`config.mk`:
```
export PLATFORM = sky130hd
export DESIGN_NAME = wb_memtest_master
export DESIGN_NICKNAME = d
export VERILOG_FILES = /design/src/rtl/wb_memtest_pkg.sv /design/src/rtl/wb_memtest_cmp.sv /design/src/rtl/wb_memtest_master.sv
export SDC_FILE = /design/constraint.sdc
export NUM_CORES = 1
export LEC_CHECK = 0
export CORE_ASPECT_RATIO = 0.9
export CORE_MARGIN = 5
export CORE_UTILIZATION = 30
export DETAILED_ROUTE_END_ITERATION = 8
export SYNTH_ARGS = -nofsm -noshare
export SYNTH_HDL_FRONTEND = slang
export SYNTH_HIERARCHICAL = 1
export SYNTH_SLANG_ARGS = --single-unit
```
`constraint.sdc`:
```
create_clock -name i_wb_clk -period 2.1 [get_ports i_wb_clk]
set_input_delay 0.21 -clock i_wb_clk [delete_from_list [all_inputs] [get_ports i_wb_clk]]
set_output_delay 0.21 -clock i_wb_clk [all_outputs]
set_load 0.1 [all_outputs]
```
`src/rtl/wb_memtest_pkg.sv`:
```
`default_nettype none
// ---------------------------------------------------------------------------
// wb_memtest_pkg : shared types and pattern generator for wb_memtest_master
// Revision: 1.0
// ---------------------------------------------------------------------------
package wb_memtest_pkg;

  typedef enum logic [2:0] {
    IDLE = 3'd0,
    WR   = 3'd1,
    WGAP = 3'd2,
    RD   = 3'd3,
    RGAP = 3'd4,
    DONE = 3'd5
  } state_t;

  typedef enum logic [1:0] {
    MODE_FILL  = 2'd0,
    MODE_CHECK = 2'd1,
    MODE_BOTH  = 2'd2
  } mode_t;

  // idx arrives zero-extended, so the shifted copy truncates to 32 bits
  function automatic logic [31:0] pattern(input logic [31:0] seed, input logic [31:0] idx);
    return seed ^ idx ^ {idx[23:0], 8'h00};
  endfunction

endpackage
`default_nettype wire

```
`src/rtl/wb_memtest_cmp.sv`:
```
`default_nettype none
// ---------------------------------------------------------------------------
// wb_memtest_cmp : masked read-data compare, saturating error count, first-error capture
// Revision: 1.0
// ---------------------------------------------------------------------------
module wb_memtest_cmp
  import wb_memtest_pkg::*;
#(
  parameter int aw = 8
) (
  input  logic          i_wb_clk,
  input  logic          i_wb_rst_n,
  input  logic          i_clear,
  input  logic          i_valid,
  input  logic [31:0]   i_rdt,
  input  logic [31:0]   i_seed,
  input  logic [3:0]    i_mask,
  input  logic [aw-3:0] i_idx,
  output logic [15:0]   o_err_cnt,
  output logic [aw-3:0] o_first_err_adr
);

  localparam logic [15:0] c_err_max = 16'hFFFF;

  logic [31:0] w_lane_mask;
  logic [31:0] w_diff;
  logic        w_mismatch;

  for (genvar g = 0; g < 4; g++) begin : g_lane
    assign w_lane_mask[8*g +: 8] = {8{i_mask[g]}};
  end

  assign w_diff     = (i_rdt ^ pattern(i_seed, 32'(i_idx))) & w_lane_mask;
  assign w_mismatch = i_valid && (w_diff != '0);

  always_ff @(posedge i_wb_clk or negedge i_wb_rst_n) begin
    if (!i_wb_rst_n) begin
      o_err_cnt       <= '0;
      o_first_err_adr <= '0;
    end else if (i_clear) begin
      o_err_cnt       <= '0;
      o_first_err_adr <= '0;
    end else if (w_mismatch) begin
      if (o_err_cnt != c_err_max) o_err_cnt <= o_err_cnt + 16'd1;
      if (o_err_cnt == '0) o_first_err_adr <= i_idx;
    end
  end

endmodule
`default_nettype wire

```
`src/rtl/wb_memtest_master.sv`:
```
`default_nettype none
// ---------------------------------------------------------------------------
// wb_memtest_master : Wishbone classic fill/check self-test initiator for the word RAM
// Optional ack timeout: define WB_MEMTEST_ACK_TIMEOUT_EN
// Revision: 1.0
// ---------------------------------------------------------------------------
module wb_memtest_master
  import wb_memtest_pkg::*;
#(
  parameter int depth   = 256,
  parameter int aw      = $clog2(depth),
  parameter int TIMEOUT = 16
) (
  input  logic          i_wb_clk,
  input  logic          i_wb_rst_n,
  input  logic          i_start,
  input  logic [1:0]    i_mode,
  input  logic [aw-3:0] i_base,
  input  logic [aw-2:0] i_len,
  input  logic [31:0]   i_seed,
  input  logic [3:0]    i_mask,
  output logic [aw-1:0] o_wb_adr,
  output logic [31:0]   o_wb_dat,
  output logic [3:0]    o_wb_sel,
  output logic          o_wb_we,
  output logic          o_wb_cyc,
  output logic          o_wb_stb,
  input  logic [31:0]   i_wb_rdt,
  input  logic          i_wb_ack,
  output logic          o_busy,
  output logic          o_done,
  output logic          o_pass,
  output logic [15:0]   o_err_cnt,
  output logic [aw-3:0] o_first_err_adr,
  output logic          o_timeout
);

  localparam logic [aw-3:0] c_idx_one = 1;
  localparam logic [aw-2:0] c_len_one = 1;

  state_t        r_state, w_next;
  logic [31:0]   r_seed;
  logic [3:0]    r_mask;
  logic [1:0]    r_mode;
  logic [aw-3:0] r_base, r_idx;
  logic [aw-2:0] r_len, r_left;
  logic          r_pass;
  logic          w_xfer, w_ack, w_accept, w_do_read, w_to_hit, w_pass_next;

  assign w_xfer    = (r_state == WR) || (r_state == RD);
  assign w_ack     = w_xfer && i_wb_ack;
  assign w_accept  = (r_state == IDLE) && i_start;
  assign w_do_read = (r_mode != MODE_FILL);

`ifdef WB_MEMTEST_ACK_TIMEOUT_EN
  logic [15:0] r_to_cnt;
  logic        r_timeout;

  always_ff @(posedge i_wb_clk or negedge i_wb_rst_n) begin
    if (!i_wb_rst_n)                r_to_cnt <= '0;
    else if (w_xfer && !i_wb_ack)   r_to_cnt <= r_to_cnt + 16'd1;
    else                            r_to_cnt <= '0;
  end

  assign w_to_hit = w_xfer && !i_wb_ack && (r_to_cnt == 16'(TIMEOUT - 1));

  always_ff @(posedge i_wb_clk or negedge i_wb_rst_n) begin
    if (!i_wb_rst_n)   r_timeout <= 1'b0;
    else if (w_accept) r_timeout <= 1'b0;
    else if (w_to_hit) r_timeout <= 1'b1;
  end

  assign o_timeout = r_timeout;
`else
  logic w_unused_timeout;
  assign w_unused_timeout = (TIMEOUT != 0);
  assign w_to_hit         = 1'b0;
  assign o_timeout        = 1'b0;
`endif

  always_ff @(posedge i_wb_clk or negedge i_wb_rst_n) begin
    if (!i_wb_rst_n) r_state <= IDLE;
    else             r_state <= w_next;
  end

  always_comb begin
    w_next   = r_state;
    o_wb_cyc = 1'b0;
    o_wb_we  = 1'b0;
    o_wb_sel = 4'h0;
    o_wb_adr = '0;
    o_wb_dat = '0;
    case (r_state)
      IDLE: begin
        if (i_start) begin
          if (i_len == '0)              w_next = DONE;
          else if (i_mode == MODE_CHECK) w_next = RD;
          else                           w_next = WR;
        end
      end
      WR: begin
        o_wb_cyc = 1'b1;
        o_wb_we  = 1'b1;
        o_wb_sel = r_mask;
        o_wb_adr = {r_idx, 2'b00};
        o_wb_dat = pattern(r_seed, 32'(r_idx));
        if (i_wb_ack)      w_next = WGAP;
        else if (w_to_hit) w_next = DONE;
      end
      WGAP: begin
        if (r_left != '0)  w_next = WR;
        else if (w_do_read) w_next = RD;
        else                w_next = DONE;
      end
      RD: begin
        o_wb_cyc = 1'b1;
        o_wb_sel = 4'hF;
        o_wb_adr = {r_idx, 2'b00};
        if (i_wb_ack)      w_next = RGAP;
        else if (w_to_hit) w_next = DONE;
      end
      RGAP: begin
        if (r_left != '0) w_next = RD;
        else              w_next = DONE;
      end
      DONE:    w_next = IDLE;
      default: w_next = IDLE;
    endcase
  end

  assign o_wb_stb = o_wb_cyc;

  // Both passes walk the same region: on leaving the last write gap the walk rewinds to base
  always_ff @(posedge i_wb_clk or negedge i_wb_rst_n) begin
    if (!i_wb_rst_n) begin
      r_seed <= '0;
      r_mask <= '0;
      r_mode <= '0;
      r_base <= '0;
      r_len  <= '0;
      r_idx  <= '0;
      r_left <= '0;
    end else if (w_accept) begin
      r_seed <= i_seed;
      r_mask <= i_mask;
      r_mode <= i_mode;
      r_base <= i_base;
      r_len  <= i_len;
      r_idx  <= i_base;
      r_left <= i_len;
    end else if (w_ack) begin
      r_idx  <= r_idx + c_idx_one;
      r_left <= r_left - c_len_one;
    end else if ((r_state == WGAP) && (r_left == '0)) begin
      r_idx  <= r_base;
      r_left <= r_len;
    end
  end

  assign w_pass_next = (r_state == IDLE) || ((o_err_cnt == '0) && !w_to_hit);

  always_ff @(posedge i_wb_clk or negedge i_wb_rst_n) begin
    if (!i_wb_rst_n)                              r_pass <= 1'b0;
    else if ((w_next == DONE) && (r_state != DONE)) r_pass <= w_pass_next;
    else if (w_accept)                            r_pass <= 1'b0;
  end

  assign o_pass = r_pass;
  assign o_done = (r_state == DONE);
  assign o_busy = (r_state == WR) || (r_state == WGAP) || (r_state == RD) || (r_state == RGAP);

  wb_memtest_cmp #(
    .aw (aw)
  ) u_cmp (
    .i_wb_clk        (i_wb_clk),
    .i_wb_rst_n      (i_wb_rst_n),
    .i_clear         (w_accept),
    .i_valid         ((r_state == RD) && i_wb_ack),
    .i_rdt           (i_wb_rdt),
    .i_seed          (r_seed),
    .i_mask          (r_mask),
    .i_idx           (r_idx),
    .o_err_cnt       (o_err_cnt),
    .o_first_err_adr (o_first_err_adr)
  );

endmodule
`default_nettype wire

```
==> results of run 1 <==
layer usage:
| metal | part of all wire [%] | global-route usage [%] |
|---|---|---|
| met5 | 0 | 0 |
| met3 | 8.1 | 5.33 |
| met2 | 46 | 28.3 |
| met1 | 45 | 24.6 |
| met4 | 1.2 | 4.49 |
cell usage after synthesis (all sizes together) (3+ instances only):
| cell | instances | area, µm² |
|---|---|---|
| nand2 | 170 | 641 |
| nand2b | 5 | 31.3 |
| a31oi | 6 | 37.5 |
| nor4 | 13 | 81.3 |
| xnor3 | 8 | 180 |
| ha | 4 | 50.1 |
| a22o | 3 | 26.3 |
| o211ai | 4 | 35.0 |
| nand3 | 25 | 125 |
| o21ba | 6 | 60.1 |
| and2 | 30 | 188 |
| o21a | 7 | 52.6 |
| nand4 | 11 | 68.8 |
| nor3 | 7 | 40.0 |
| xnor2 | 41 | 359 |
| nor2b | 8 | 50.1 |
| a21oi | 21 | 105 |
| nor3b | 11 | 82.6 |
| nor2 | 32 | 123 |
| inv | 9 | 33.8 |
| mux2 | 4 | 45.0 |
| dfrtp | 90 | 2250 |
| o21ai | 10 | 50.0 |
| a221oi | 6 | 52.6 |
| or4 | 10 | 75.1 |
| o31ai | 10 | 75.1 |
| o2bb2ai | 6 | 52.6 |
| buf | 22 | 169 |
| clkbuf | 17 | 63.8 |
cell families (layout without fill, tap and decap cells):
kind of cell / after synthesis / count (layout) / synth area share [%]
flip-flops: 90 / 90 / 41.6
AND/OR/NAND/NOR: 334 / 334 / 29.6
other: 1 / 3 / 0.0692
buffers and inverters: 49 / 260 / 5.08
adder cells (fa/ha/maj): 4 / 4 / 0.924
XOR/XNOR: 49 / 49 / 9.96
AO/OA/AOI/OAI: 88 / 88 / 11.8
multiplexers: 5 / 5 / 1.02
registers in the layout (all words and copies together) (netlist names):
signal and cells:
u_cmp/o_err_cnt 16, r_state 3, r_mode 2, r_seed 32, r_mask 4, r_len 7, r_left 7, o_pass 1
r_idx 6, r_base 6, u_cmp/o_first_err_adr 6
power by group through the flow:
stage,Sequential (µW),Clock (µW),Combinational (µW)
global placement,3040,0,11700
CTS,3030,2110,12200
finish,3030,2060,12100
detailed placement,3060,0,11800
global route,3130,2180,12800
floorplan,3460,0,7330
stage by stage:
stage | total power, µW | cell area (µm²) | setup TNS (ns) | hold WS, ns | util, %
final | 17200 | 9000 | -0.385 | 0.378 | 50.9
after floorplan | 10800 | 5730 | -1.09 | -0.0856 | -
after global routing | 18100 | 9000 | -1.60 | 0.376 | 50.9
after detailed placement | 14800 | 8300 | -3.90 | 0.194 | 47.0
after CTS | 17400 | 8900 | -0.666 | 0.368 | 50.4
after global placement | 14800 | 8300 | -3.63 | 0.193 | 47.0
repair_timing:
action	in CTS	in global routing
pin swaps	25	7
setup buffers	7	1
gates cloned	2	0
gates resized for setup	18	29
hold buffers	1	0
endpoints found under the setup margin	42	32
endpoints found under the hold margin	30	0
worst max-delay path, stage by stage, from the launching register on:
cell and delay, ns:
dfrtp_2 0.44, buf_4 0.15, xnor3_1 0.19, nand3_2 0.09
nor4_4 0.04, o2111a_2 0.35, buf_12 0.17, buf_6 0.12
or4_4 0.41, a21oi_2 0.13
final timing paths:
path	from	end	slack, ns	cells past startpoint
min in group i_wb_clk	i_seed[18]	r_seed[18]$_DFFE_PN0P_	0.38	3
hold / removal	i_wb_rst_n	r_seed[3]$_DFFE_PN0P_	0.38	2
setup reg to reg	r_idx[3]$_DFFE_PN0P_	u_cmp/o_err_cnt[7]$_DFFE_PN0P_	-0.07	9
setup / recovery	r_idx[3]$_DFFE_PN0P_	u_cmp/o_err_cnt[7]$_DFFE_PN0P_	-0.07	9
max in group asynchronous	i_wb_rst_n	r_idx[3]$_DFFE_PN0P_	0.98	3
hold reg to reg	r_base[2]$_DFFE_PN0P_	r_base[2]$_DFFE_PN0P_	0.48	2
area by class of cell:
type / instances / area (µm²) / share of cell area [%]
tap: 240 / 300 / 3.34
sequential: 90 / 2290 / 25.5
clock inverter: 6 / 136 / 1.52
inverter: 10 / 48.8 / 0.542
clock buffer: 10 / 239 / 2.66
timing repair buffer: 234 / 2690 / 29.9
multi-input combinational: 483 / 3290 / 36.6
==> metrics.cfg, run 1 <==
[clock_tree]
htreeDepth=3
clk_path_buf_depth=2
cts_sinks=90
cts.clk_slew.worst_paths_ns=0.07
clockRootBuffer=clkbuf_16
cts_buffers=9
cts_tree=yes
clk_latency_ns=0.35

[timing]
rsz0062_at_grt=yes
post-route-period-util_pct=103
finClkSkew_ns=0.00827
finalCriticalPeriod_ns=2.17
max_freq_mhz=461
final_hold_viol_count=0
drv_slew=0
finalSetupViolations=9
setup_ws_ns=-0.0671

[synthesis]
syn_area_um2=5420
synth-seq-cells=90
synth_cells=620
ys_types=57
async_flop_share_pct=100
synthFlopType=dfrtp_1
synth_edf_count=0
syn_area_per_cell_um2=8.73
yosys_warnings=6
ys_seq_area_share_pct=41.6

[drt]
vias=5179
drt_pass1_iterations=5
wl_per_cell_um=17.0
via_per_inst=4.83
drt-total-wl_um=18200
drt_iter0_drc=365
postRouteAntennaNets=0
drc_errors=0

[floorplan]
die-area_um2=20800
core_area_um2=17700
rows=46
dieHeight_um=137
initial_core_util_pct=30.6
die_w_um=152
ios=160

[global_routing]
grt_start_max_net_pins=36
grt_pass1_vias=5173
grt_overflow_total=0
grt_use_total_pct=18.1
grt_pass1_wl_um=29300
grt_antenna_before_repair=0

[power_and_ir_drop]
internal_power_uw=8490
pwr-share-seq_pct=17.6
switching_share_pct=50.7
max-vdd-ir-drop_v=0.000912
power_frac_clock_pct=12.0
power.share.combinational_pct=70.4
power.density_nw_per_um2=1920
p_leak_uw=0.00386
p_sw_uw=8740

[final_layout]
layout-drive-gt1-share_pct=33.7
syn2layout_area_growth_pct=66.1
layout_common_cells=nand2_1 (169), buf_4 (87), clkdlybuf4s50_1 (85), dfrtp_1 (72), buf_12 (54)
layout_commonest_cell=nand2_1
final_cells=1073
fill_cells=1646
n_antenna_cell=0
fin_nets=919

[placement]
dp_slack_ns=-0.295
place_hpwl_um=13400
numPlacedInstances=1047
gp_congestion=0.868
io_buffers=156

[setup_path]
cp-start-kind=flip-flop
critPathKind=flip-flop to flip-flop
end_kind=flip-flop
crit_arrival_ns=2.45
cp.required_ns=2.38
path_max_fanout=6

[min_path]
hold_class=input pin to asynchronous set/reset pin

[run_status]
status=finished, violations left
violations=negative setup slack

[run]
max-cap-violations=0

Power figures use the tool's default switching activity.
==> inputs of run 2 (changes only) <==
SLEW_MARGIN = 20   (was not set)
==> results of run 2 <==
The final DEF is identical to that of run 1; final timing and power are the same.
